### src/rtl/nx_stream_gearbox.sv
// Host AXI4-stream <-> fabric message gearbox: unpacks wide inbound beats into messages and
// packs outbound messages into framed wide beats. Optional counters under NX_GEARBOX_COUNTERS_EN.
module nx_stream_gearbox #(
   parameter int AXI4_DATA_WIDTH = 128,
   parameter int MSG_WIDTH       = 32,
   parameter int PKT_BEATS       = 16,
   parameter int FLUSH_CYCLES    = 64
) (
   input  logic                       i_clk,
   input  logic                       i_rst,
   input  logic [AXI4_DATA_WIDTH-1:0] i_in_tdata,
   input  logic                       i_in_tlast,
   input  logic                       i_in_tvalid,
   output logic                       o_in_tready,
   output logic [MSG_WIDTH-1:0]       o_msg_data,
   output logic                       o_msg_valid,
   input  logic                       i_msg_ready,
   input  logic [MSG_WIDTH-1:0]       i_msg_data,
   input  logic                       i_msg_valid,
   output logic                       o_msg_ready,
   output logic [AXI4_DATA_WIDTH-1:0] o_out_tdata,
   output logic                       o_out_tlast,
   output logic                       o_out_tvalid,
`ifdef NX_GEARBOX_COUNTERS_EN
   input  logic                       i_out_tready,
   output logic [31:0]                o_cnt_in_pkts,
   output logic [31:0]                o_cnt_out_pkts,
   output logic [31:0]                o_cnt_drops
`else
   input  logic                       i_out_tready
`endif
);

   localparam int SLOTS = AXI4_DATA_WIDTH / MSG_WIDTH;
   localparam int CW    = $clog2(SLOTS + 1);
   localparam int BW    = $clog2(PKT_BEATS + 1);
   localparam int TW    = $clog2(FLUSH_CYCLES + 1);
   localparam logic [CW-1:0]    FILL_FULL  = CW'(SLOTS);
   localparam logic [CW-1:0]    FILL_LAST  = CW'(SLOTS - 1);
   localparam logic [BW-1:0]    PKT_LAST   = BW'(PKT_BEATS - 1);
   localparam logic [TW-1:0]    FLUSH_LAST = TW'(FLUSH_CYCLES - 1);
   localparam logic [SLOTS-1:0] MASK_ONE   = {{(SLOTS-1){1'b0}}, 1'b1};

   function automatic logic [SLOTS-1:0] slot_flags(input logic [AXI4_DATA_WIDTH-1:0] beat);
      for (int k = 0; k < SLOTS; k++) begin
         slot_flags[k] = beat[k*MSG_WIDTH + MSG_WIDTH - 1];
      end
   endfunction

   function automatic logic [MSG_WIDTH-1:0] lowest_slot(input logic [AXI4_DATA_WIDTH-1:0] beat,
                                                        input logic [SLOTS-1:0] mask);
      lowest_slot = '0;
      for (int k = SLOTS - 1; k >= 0; k--) begin
         if (mask[k]) begin
            lowest_slot = beat[k*MSG_WIDTH +: MSG_WIDTH];
         end
      end
   endfunction

   logic [AXI4_DATA_WIDTH-1:0] beat_q, beat_d;
   logic [SLOTS-1:0]           mask_q, mask_d, mask_left_s, in_flags_s;
   logic [MSG_WIDTH-1:0]       msg_data_q, msg_data_d;
   logic                       msg_valid_q, msg_valid_d;
   logic                       msg_hs_s, in_ready_s, in_hs_s, in_drop_s;

   // Inbound unpack: a slot leaves the mask on each fabric handshake; a new beat may enter the same cycle.
   always_comb begin
      msg_hs_s    = msg_valid_q & i_msg_ready;
      mask_left_s = msg_hs_s ? (mask_q & (mask_q - MASK_ONE)) : mask_q;
      in_ready_s  = (mask_left_s == '0);
      in_hs_s     = i_in_tvalid & in_ready_s;
      in_flags_s  = slot_flags(i_in_tdata);
      in_drop_s   = in_hs_s & (in_flags_s == '0);
      if (in_hs_s) begin
         beat_d = i_in_tdata;
         mask_d = in_flags_s;
      end else begin
         beat_d = beat_q;
         mask_d = mask_left_s;
      end
      msg_data_d  = lowest_slot(beat_d, mask_d);
      msg_valid_d = (mask_d != '0);
   end

   // Inbound state registers.
   always_ff @(posedge i_clk) begin
      if (i_rst) begin
         beat_q      <= '0;
         mask_q      <= '0;
         msg_data_q  <= '0;
         msg_valid_q <= 1'b0;
      end else begin
         beat_q      <= beat_d;
         mask_q      <= mask_d;
         msg_data_q  <= msg_data_d;
         msg_valid_q <= msg_valid_d;
      end
   end

   assign o_in_tready = in_ready_s;
   assign o_msg_data  = msg_data_q;
   assign o_msg_valid = msg_valid_q;

   logic [AXI4_DATA_WIDTH-1:0] acc_q, acc_d, out_data_q, out_data_d;
   logic [CW-1:0]              fill_q, fill_d;
   logic [BW-1:0]              beat_cnt_q, beat_cnt_d, cnt_eff_s;
   logic [TW-1:0]              timer_q, timer_d;
   logic                       out_valid_q, out_valid_d, out_last_q, out_last_d;
   logic                       out_hs_s, out_free_s, acc_full_s, msg_ready_s;
   logic                       om_hs_s, om_take_s, om_drop_s, pkt_end_s;

   // Outbound pack: the completing message may bypass straight into the output register.
   always_comb begin
      out_hs_s    = out_valid_q & i_out_tready;
      out_free_s  = ~out_valid_q | i_out_tready;
      acc_full_s  = (fill_q == FILL_FULL);
      msg_ready_s = ~acc_full_s | out_free_s;
      om_hs_s     = i_msg_valid & msg_ready_s;
      om_take_s   = om_hs_s & i_msg_data[MSG_WIDTH-1];
      om_drop_s   = om_hs_s & ~i_msg_data[MSG_WIDTH-1];
      if (out_hs_s) begin
         cnt_eff_s = out_last_q ? '0 : beat_cnt_q + BW'(1);
      end else begin
         cnt_eff_s = beat_cnt_q;
      end
      pkt_end_s   = (cnt_eff_s == PKT_LAST);
      beat_cnt_d  = cnt_eff_s;
      acc_d       = acc_q;
      fill_d      = fill_q;
      timer_d     = timer_q;
      out_data_d  = out_data_q;
      out_last_d  = out_last_q;
      out_valid_d = out_valid_q & ~out_hs_s;
      if (acc_full_s) begin
         timer_d = '0;
         if (out_free_s) begin
            out_data_d  = acc_q;
            out_last_d  = pkt_end_s;
            out_valid_d = 1'b1;
            acc_d       = '0;
            fill_d      = '0;
            if (om_take_s) begin
               acc_d[MSG_WIDTH-1:0] = i_msg_data;
               fill_d               = CW'(1);
            end
         end else begin
            fill_d = fill_q;
         end
      end else if (om_take_s && (fill_q == FILL_LAST)) begin
         timer_d = '0;
         acc_d[(SLOTS-1)*MSG_WIDTH +: MSG_WIDTH] = i_msg_data;
         if (out_free_s) begin
            out_data_d  = acc_d;
            out_last_d  = pkt_end_s;
            out_valid_d = 1'b1;
            acc_d       = '0;
            fill_d      = '0;
         end else begin
            fill_d = FILL_FULL;
         end
      end else if (om_take_s) begin
         timer_d = '0;
         fill_d  = fill_q + CW'(1);
         for (int k = 0; k < SLOTS - 1; k++) begin
            if (fill_q == CW'(k)) begin
               acc_d[k*MSG_WIDTH +: MSG_WIDTH] = i_msg_data;
            end
         end
      end else if (om_hs_s || (fill_q == '0)) begin
         timer_d = '0;
      end else if (timer_q == FLUSH_LAST) begin
         // Timer parks at its last count until the output register can take the flush beat.
         if (out_free_s) begin
            out_data_d  = acc_q;
            out_last_d  = 1'b1;
            out_valid_d = 1'b1;
            acc_d       = '0;
            fill_d      = '0;
            timer_d     = '0;
         end else begin
            timer_d = timer_q;
         end
      end else begin
         timer_d = timer_q + TW'(1);
      end
   end

   // Outbound state registers.
   always_ff @(posedge i_clk) begin
      if (i_rst) begin
         acc_q       <= '0;
         fill_q      <= '0;
         timer_q     <= '0;
         beat_cnt_q  <= '0;
         out_data_q  <= '0;
         out_last_q  <= 1'b0;
         out_valid_q <= 1'b0;
      end else begin
         acc_q       <= acc_d;
         fill_q      <= fill_d;
         timer_q     <= timer_d;
         beat_cnt_q  <= beat_cnt_d;
         out_data_q  <= out_data_d;
         out_last_q  <= out_last_d;
         out_valid_q <= out_valid_d;
      end
   end

   assign o_msg_ready  = msg_ready_s;
   assign o_out_tdata  = out_data_q;
   assign o_out_tlast  = out_last_q;
   assign o_out_tvalid = out_valid_q;

`ifdef NX_GEARBOX_COUNTERS_EN
   logic [31:0] cnt_in_q, cnt_out_q, cnt_drop_q;

   // Statistics counters; simultaneous inbound and outbound drops count once.
   always_ff @(posedge i_clk) begin
      if (i_rst) begin
         cnt_in_q   <= '0;
         cnt_out_q  <= '0;
         cnt_drop_q <= '0;
      end else begin
         cnt_in_q   <= cnt_in_q + {31'd0, in_hs_s & i_in_tlast};
         cnt_out_q  <= cnt_out_q + {31'd0, out_hs_s & out_last_q};
         cnt_drop_q <= cnt_drop_q + {31'd0, in_drop_s | om_drop_s};
      end
   end

   assign o_cnt_in_pkts  = cnt_in_q;
   assign o_cnt_out_pkts = cnt_out_q;
   assign o_cnt_drops    = cnt_drop_q;
`else
   logic unused_stats_s;
   assign unused_stats_s = i_in_tlast ^ in_drop_s ^ om_drop_s;
`endif

endmodule

### config.mk
export PLATFORM = sky130hd
export DESIGN_NAME = nx_stream_gearbox
export DESIGN_NICKNAME = d
export VERILOG_FILES = /design/src/rtl/nx_stream_gearbox.sv
export SDC_FILE = /design/constraint.sdc
export NUM_CORES = 1
export LEC_CHECK = 0
export ABC_AREA = 1
export CAP_MARGIN = 10
export CORE_MARGIN = 4
export CORE_UTILIZATION = 52
export DETAILED_ROUTE_END_ITERATION = 6
export MAX_ROUTING_LAYER = met4
export PLACE_DENSITY = 0.8
export SYNTH_ARGS = -nofsm -noshare
export SYNTH_HDL_FRONTEND = slang
export SYNTH_SLANG_ARGS = --single-unit
### constraint.sdc
create_clock -name i_clk -period 2.97 [get_ports i_clk]
set_clock_uncertainty 0.2 [all_clocks]
set_input_delay 0.594 -clock i_clk [delete_from_list [all_inputs] [get_ports i_clk]]
set_output_delay 0.594 -clock i_clk [all_outputs]
set_load 0.01 [all_outputs]
# Word level (Yosys, flattened, before mapping)
# Cells that the tools add are included.
# op_classes
n_lt_le_gt_ge	0
add_sub_neg	4
reduce_logical	16
n_mux	53
eq_ne	18
bitwise	12
multipliers	0
div	0
n_shift	0
# op_table
op	count
128-bit 2-to-1 mux	15
32-bit 2-to-1 mux	9
96-bit 2-to-1 mux	1
3-bit 2-to-1 mux	8
6-bit AND reduction	3
1-bit 2-to-1 mux	14
7-bit 2-to-1 mux	2
4-bit by 2-bit inequality test with 1-bit output (second input constant)	3
4-bit AND reduction	3
5-bit 2-to-1 mux	2
4-bit 2-to-1 mux	2
4-bit inequality test (second input constant)	2
4-bit nonzero test	2
7-bit by 1-bit adder with 7-bit output (second input constant)	1
7-bit by 6-bit == test with 1-bit output (second input constant)	1
1-bit bitwise AND	6
3-bit by 2-bit == test with 1-bit output (second input constant)	2
2-bit inequality test (second input constant)	3
3-bit inequality test (second input constant)	2
3-bit nonzero test	2
5-bit by 1-bit adder with 5-bit output (second input constant)	1
5-bit by 4-bit == test with 1-bit output (second input constant)	1
5-bit inequality test (second input constant)	1
5-bit AND reduction	1
other kinds (13)	16
# totals
n_memories	0
output_inout_bits	165
mem_bits_ro	0
ramBits	0
register_bits	438
elab_cells	117
in_bits	167
latch_bits	0

# Depth between registers and ports, before layout
# depth
depth_word	10
mapped_depth	16
ltp_nobuf	15

# Worst setup path after synthesis
# Ideal clock, no wire load.
# synth_path
kind	register to register
from	reg fill_q[0]
to	reg acc_q[55]
setup_ns	0.128
path_stages_with_launch	16
n_path_buf	1
synth_period_minus_slack_ns	2.250
t_required_ns	2.642
setup_slack_ns	0.720
arrival_time_ns	1.923
path_cell_list	dfxtp_1 inv_1 ha_1 nand2_2 inv_4 nand2_4 nand2_4 nor2_2 nor2_1 nand2_2 nand2_4 nor2_4 buf_4 nand2_1 o21ai_1 nor2_1
# synth_between
elab_chain_cells	8
elab_cells_between_ends	20
classes_between	8 x eq/ne; 3 x mux; 4 x bitwise; 5 x reduce/logical
# synth_lines
element	line	rtl
start: declaration	105	logic [CW-1:0] fill_q, fill_d;
start signal: assignment	200	fill_q <= fill_d;
3-bit == test *	116	acc_full_s = (fill_q == FILL_FULL);
1-bit NOT *	117	msg_ready_s = ~acc_full_s | out_free_s;
1-bit OR *	117	
named net o_msg_ready	20	output logic o_msg_ready,
1-bit bitwise AND *	118	om_hs_s = i_msg_valid & msg_ready_s;
1-bit bitwise AND	119	om_take_s = om_hs_s & i_msg_data[MSG_WIDTH-1];
1-bit logical AND or 96-bit 2-to-1 mux (tied branches)	149, 161	
4-bit by 2-bit inequality test with 1-bit output (no line), or another cell as far along	-	
6-bit AND reduction (no line) or 128-bit 2-to-1 mux (tied branches)	-	
end signal: assignment	191	acc_q <= '0;
end signal: assignment	199	acc_q <= acc_d;
end: declaration	104	logic [AXI4_DATA_WIDTH-1:0] acc_q, acc_d, out_data_q, out_data_d;
# Mark *: on every way through the listed nets, which the timed path passes. The rest lies on a longest branch.
# A chain may end at the register's enable or synchronous reset.

# Final worst setup path
# layout_path
from	in i_msg_ready
to	out o_in_tready
# layout_between
elab_chain_cells	3
# layout_lines
element	line	rtl
start: declaration	17	input logic i_msg_ready,
1-bit bitwise AND	68	msg_hs_s = msg_valid_q & i_msg_ready;
4-bit 2-to-1 mux	69	mask_left_s = msg_hs_s ? (mask_q & (mask_q - MASK_ONE)) : mask_q;
4-bit logical NOT	70	in_ready_s = (mask_left_s == '0);
end: declaration	14	output logic o_in_tready,
# No other way between the ends.

==> results.py <==
metrics = {
    "outcome": {
        "status": "finished clean",
    },
    "yosys": {
        "ys_seq_area_share_pct": 49.9,
        "yosys.area_share.simple_pct": 28.5,
        "synth-main-ff-cell": "dfxtp_1",
        "synth_xor_area_share_pct": 0.249,
        "syn_area_mm2": 0.0176,
        "synth.area.mux_share_pct": 0,
        "synth_edf_count": 0,
        "synth_compound_area_share_pct": 13.9,
        "ys_types": 33,
        "synth_adder_area_share_pct": 0.499,
        "ys_ff_latch": 438,
        "synth_top_family_by_area": "simple AND/OR/NAND/NOR gates",
        "synth_cells": 2442,
        "avgSynthCellArea_um2": 7.19,
        "yosys_warnings": 0,
        "async_flop_share_pct": 0,
        "postSynthNetCount": 2616,
    },
    "finish": {
        "drive_gt1_share_pct": 6.86,
        "multi_input_area_mm2": 0.00760,
        "area_growth_pct": 31.1,
        "utilization_pct": 68.8,
        "fill_cells": 2683,
        "nets": 2913,
        "regArea_mm2": 0.00877,
    },
    "detailed_routing": {
        "drt-vias-per-instance": 5.37,
        "wirelength_um": 54100,
        "num_vias": 17300,
        "dr.first_iter.drc_count": 1551,
        "firstDrtPassIters": 6,
        "postRouteAntennaNets": 0,
        "routedWlPerCell_um": 16.7,
        "drc": 0,
    },
    "pwr": {
        "power_density_mw_per_mm2": 625,
        "leakagePower_uw": 0.00998,
        "max-vdd-ir-drop_mv": 0.430,
        "p_total_uw": 14400,
    },
    "floorplanning": {
        "die_w_um": 192,
        "start_util_pct": 52.5,
        "core_area_mm2": 0.0334,
        "dieArea_mm2": 0.0368,
        "core.rowCount": 67,
        "die_h_um": 192,
        "io_pins": 332,
    },
    "cts": {
        "cts_hold_buf": 0,
        "cts-buffers-inserted": 45,
        "max-clock-path-buffers": 3,
        "clkLatencyLatePin_ns": 0.55,
        "cts-root-buf": "clkbuf_16",
        "htree_levels": 2,
        "path_clk_slew_ns": 0.06,
        "post_cts_buffers": 0,
        "clock-sinks": 438,
        "cts_tree": "built",
    },
    "placed_design": {
        "finalWeightedCongestion": 0.922,
        "port_buffers": 330,
        "hpwl_um": 36800,
    },
    "min_path": {
        "min_path_type": "flip-flop to flip-flop",
    },
    "grt": {
        "grt_pass1_vias": 16800,
        "grt_use_met3_pct": 6.07,
        "grt_overflow": 0,
        "grt_usage_pct": 29.2,
        "gr-usage-met1_pct": 37.6,
        "grt-busiest-layer": "met2",
        "antenna_found_initial": 10,
        "grt_use_met2_pct": 45.2,
        "grt_pass1_wl_um": 85500,
        "grt_max_degree": 111,
    },
    "critical_path": {
        "path_common_cell": "nand2_1",
        "crit_family": "buffers and inverters",
        "crit_chain": "clkdlybuf4s50_1, nand2_1, inv_1, nand3_1, nand2_1, nand2_1, nor2_4, dlygate4sd2_1",
        "path_buf_inv": 3,
        "required_ns": 2.18,
        "start_kind": "input pin",
        "crit_slowest_cell": "clkdlybuf4s50_1",
        "critPathCaptureType": "primary output",
        "max_stage_delay_ns": 0.49,
        "critPathKind": "input pin to primary output",
        "arrival_ns": 2.06,
        "cp_max_fo": 6,
    },
    "sta": {
        "slew_headroom_pct": 55.6,
        "period_minus_slack_ns": 2.86,
        "tightest_slew_ns": 0.665,
        "finalSetupViolations": 0,
        "fmax_mhz": 350,
        "finalMaxSlewViolations": 0,
        "hold_violations": 0,
        "fin_crit_sh_pct": 96.2,
        "rsz0062_at_grt": "false",
    },
    "run": {
        "drv_cap": 0,
    },
}
[per-stage QoR]
stage               cells  hold WS (ns)  instance area, um^2  worst slack (ns)  setup TNS, ns
global placement     3140         0.248                21600           -0.0523        -0.0523
finish               3230         0.259                23000             0.114              0
floorplan            2442         0.240                17600             0.720              0
detailed placement   3140         0.252                21600            -0.114          -2.80
CTS                  3219         0.260                23000           0.00176              0
global route         3229         0.276                23000            0.0160              0
[sequential cells by signal (all words and copies together) (netlist names)]
name	cells
beat_cnt_q	5
o_out_tlast	1
timer_q	7
o_msg_data	32
mask_q	4
o_out_tvalid	1
acc_q	128
beat_q	128
fill_q	3
o_msg_valid	1
o_out_tdata	128
[worst paths after layout]
path,startpoint,end,slack [ns],cells after the start
max reg2reg,fill_q[0]$_SDFFE_PP0P_,acc_q[37]$_SDFFE_PP0P_,0.34,16
max,i_msg_ready,o_in_tready,0.11,8
min,acc_q[123]$_SDFFE_PP0P_,acc_q[123]$_SDFFE_PP0P_,0.26,2
min reg2reg,acc_q[123]$_SDFFE_PP0P_,acc_q[123]$_SDFFE_PP0P_,0.26,2
[cell families after synthesis]
family | count (synthesis)
AND/OR/NAND/NOR | 1234
AO/OA/AOI/OAI | 479
flip-flops | 438
buffers and inverters | 279
adder cells (fa/ha/maj) | 7
XOR/XNOR | 5
[Yosys cell counts, types with 7 or more instances]
| library cell | count | area share [%] |
|---|---|---|
| nand2_1 | 691 | 15 |
| dfxtp_1 | 438 | 50 |
| nor2_1 | 315 | 6.7 |
| a21oi_1 | 236 | 6.7 |
| nand3_1 | 203 | 5.8 |
| o21ai_0 | 122 | 3.5 |
| inv_1 | 103 | 2.2 |
| clkbuf_1 | 90 | 1.9 |
| o21ai_1 | 86 | 2.5 |
| buf_2 | 58 | 1.7 |
| o22ai_1 | 31 | 1.1 |
| buf_4 | 18 | 0.77 |
| ha_1 | 7 | 0.50 |
[layout by cell type (no fill, tap or decap), types with 2 or more instances in the layout]
cell type / synthesis / layout
a21oi_1: 236 / 235
buf_12: 0 / 19
buf_4: 18 / 69
clkbuf_1: 90 / 9
clkbuf_16: 0 / 46
clkbuf_8: 0 / 12
clkdlybuf4s50_1: 0 / 326
clkinv_2: 0 / 9
dfxtp_1: 438 / 437
diode_2: 0 / 11
ha_1: 7 / 7
inv_1: 103 / 102
inv_2: 6 / 7
nand2_1: 691 / 690
nand2_2: 4 / 4
nand2_4: 3 / 4
nand3_1: 203 / 203
nand4_1: 4 / 4
nor2_1: 315 / 313
nor2_2: 2 / 3
nor2_4: 4 / 5
nor3_1: 3 / 3
nor3_2: 2 / 2
o21ai_0: 122 / 122
o21ai_1: 86 / 86
o22ai_1: 31 / 31
xnor2_1: 2 / 2
xor2_1: 3 / 3
[worst min-delay path, delay by kind of cell (launching register included)]
kind	cells	cell delay (ns)
flops	1	0.31
simple gates	1	0.06
compound gates	1	0.05
[timing repair]
action                                  4_1_cts  5_1_grt
endpoints found under the setup margin        2        1
resized for setup                             2        1
cloned                                        0        0
[power breakdown]
group	switching, uW	total, uW	internal (uW)
logic	1500	2530	1030
clock network	2330	5460	3130
registers	134	6400	6260
total	3960	14400	10400
[metal layers]
| metal | vias to the layer above | share of wire [%] |
|---|---|---|
| met4 | 0 | 3.6 |
| met2 | 696 | 46 |
| met1 | 8039 | 43 |
| li1 | 8491 | - |
| met3 | 120 | 8.2 |
| met5 | - | 0 |
[cell type report]
type	instances	area share [%]
antenna	11	0.120
clock buffer	66	5.81
clock inverter	13	0.429
inverter	111	1.82
multi-input combinational	1725	33.0
sequential	438	38.1
tap	448	2.44
timing repair buffer	418	18.3
Note: power is estimated with default switching activity, not from simulation.
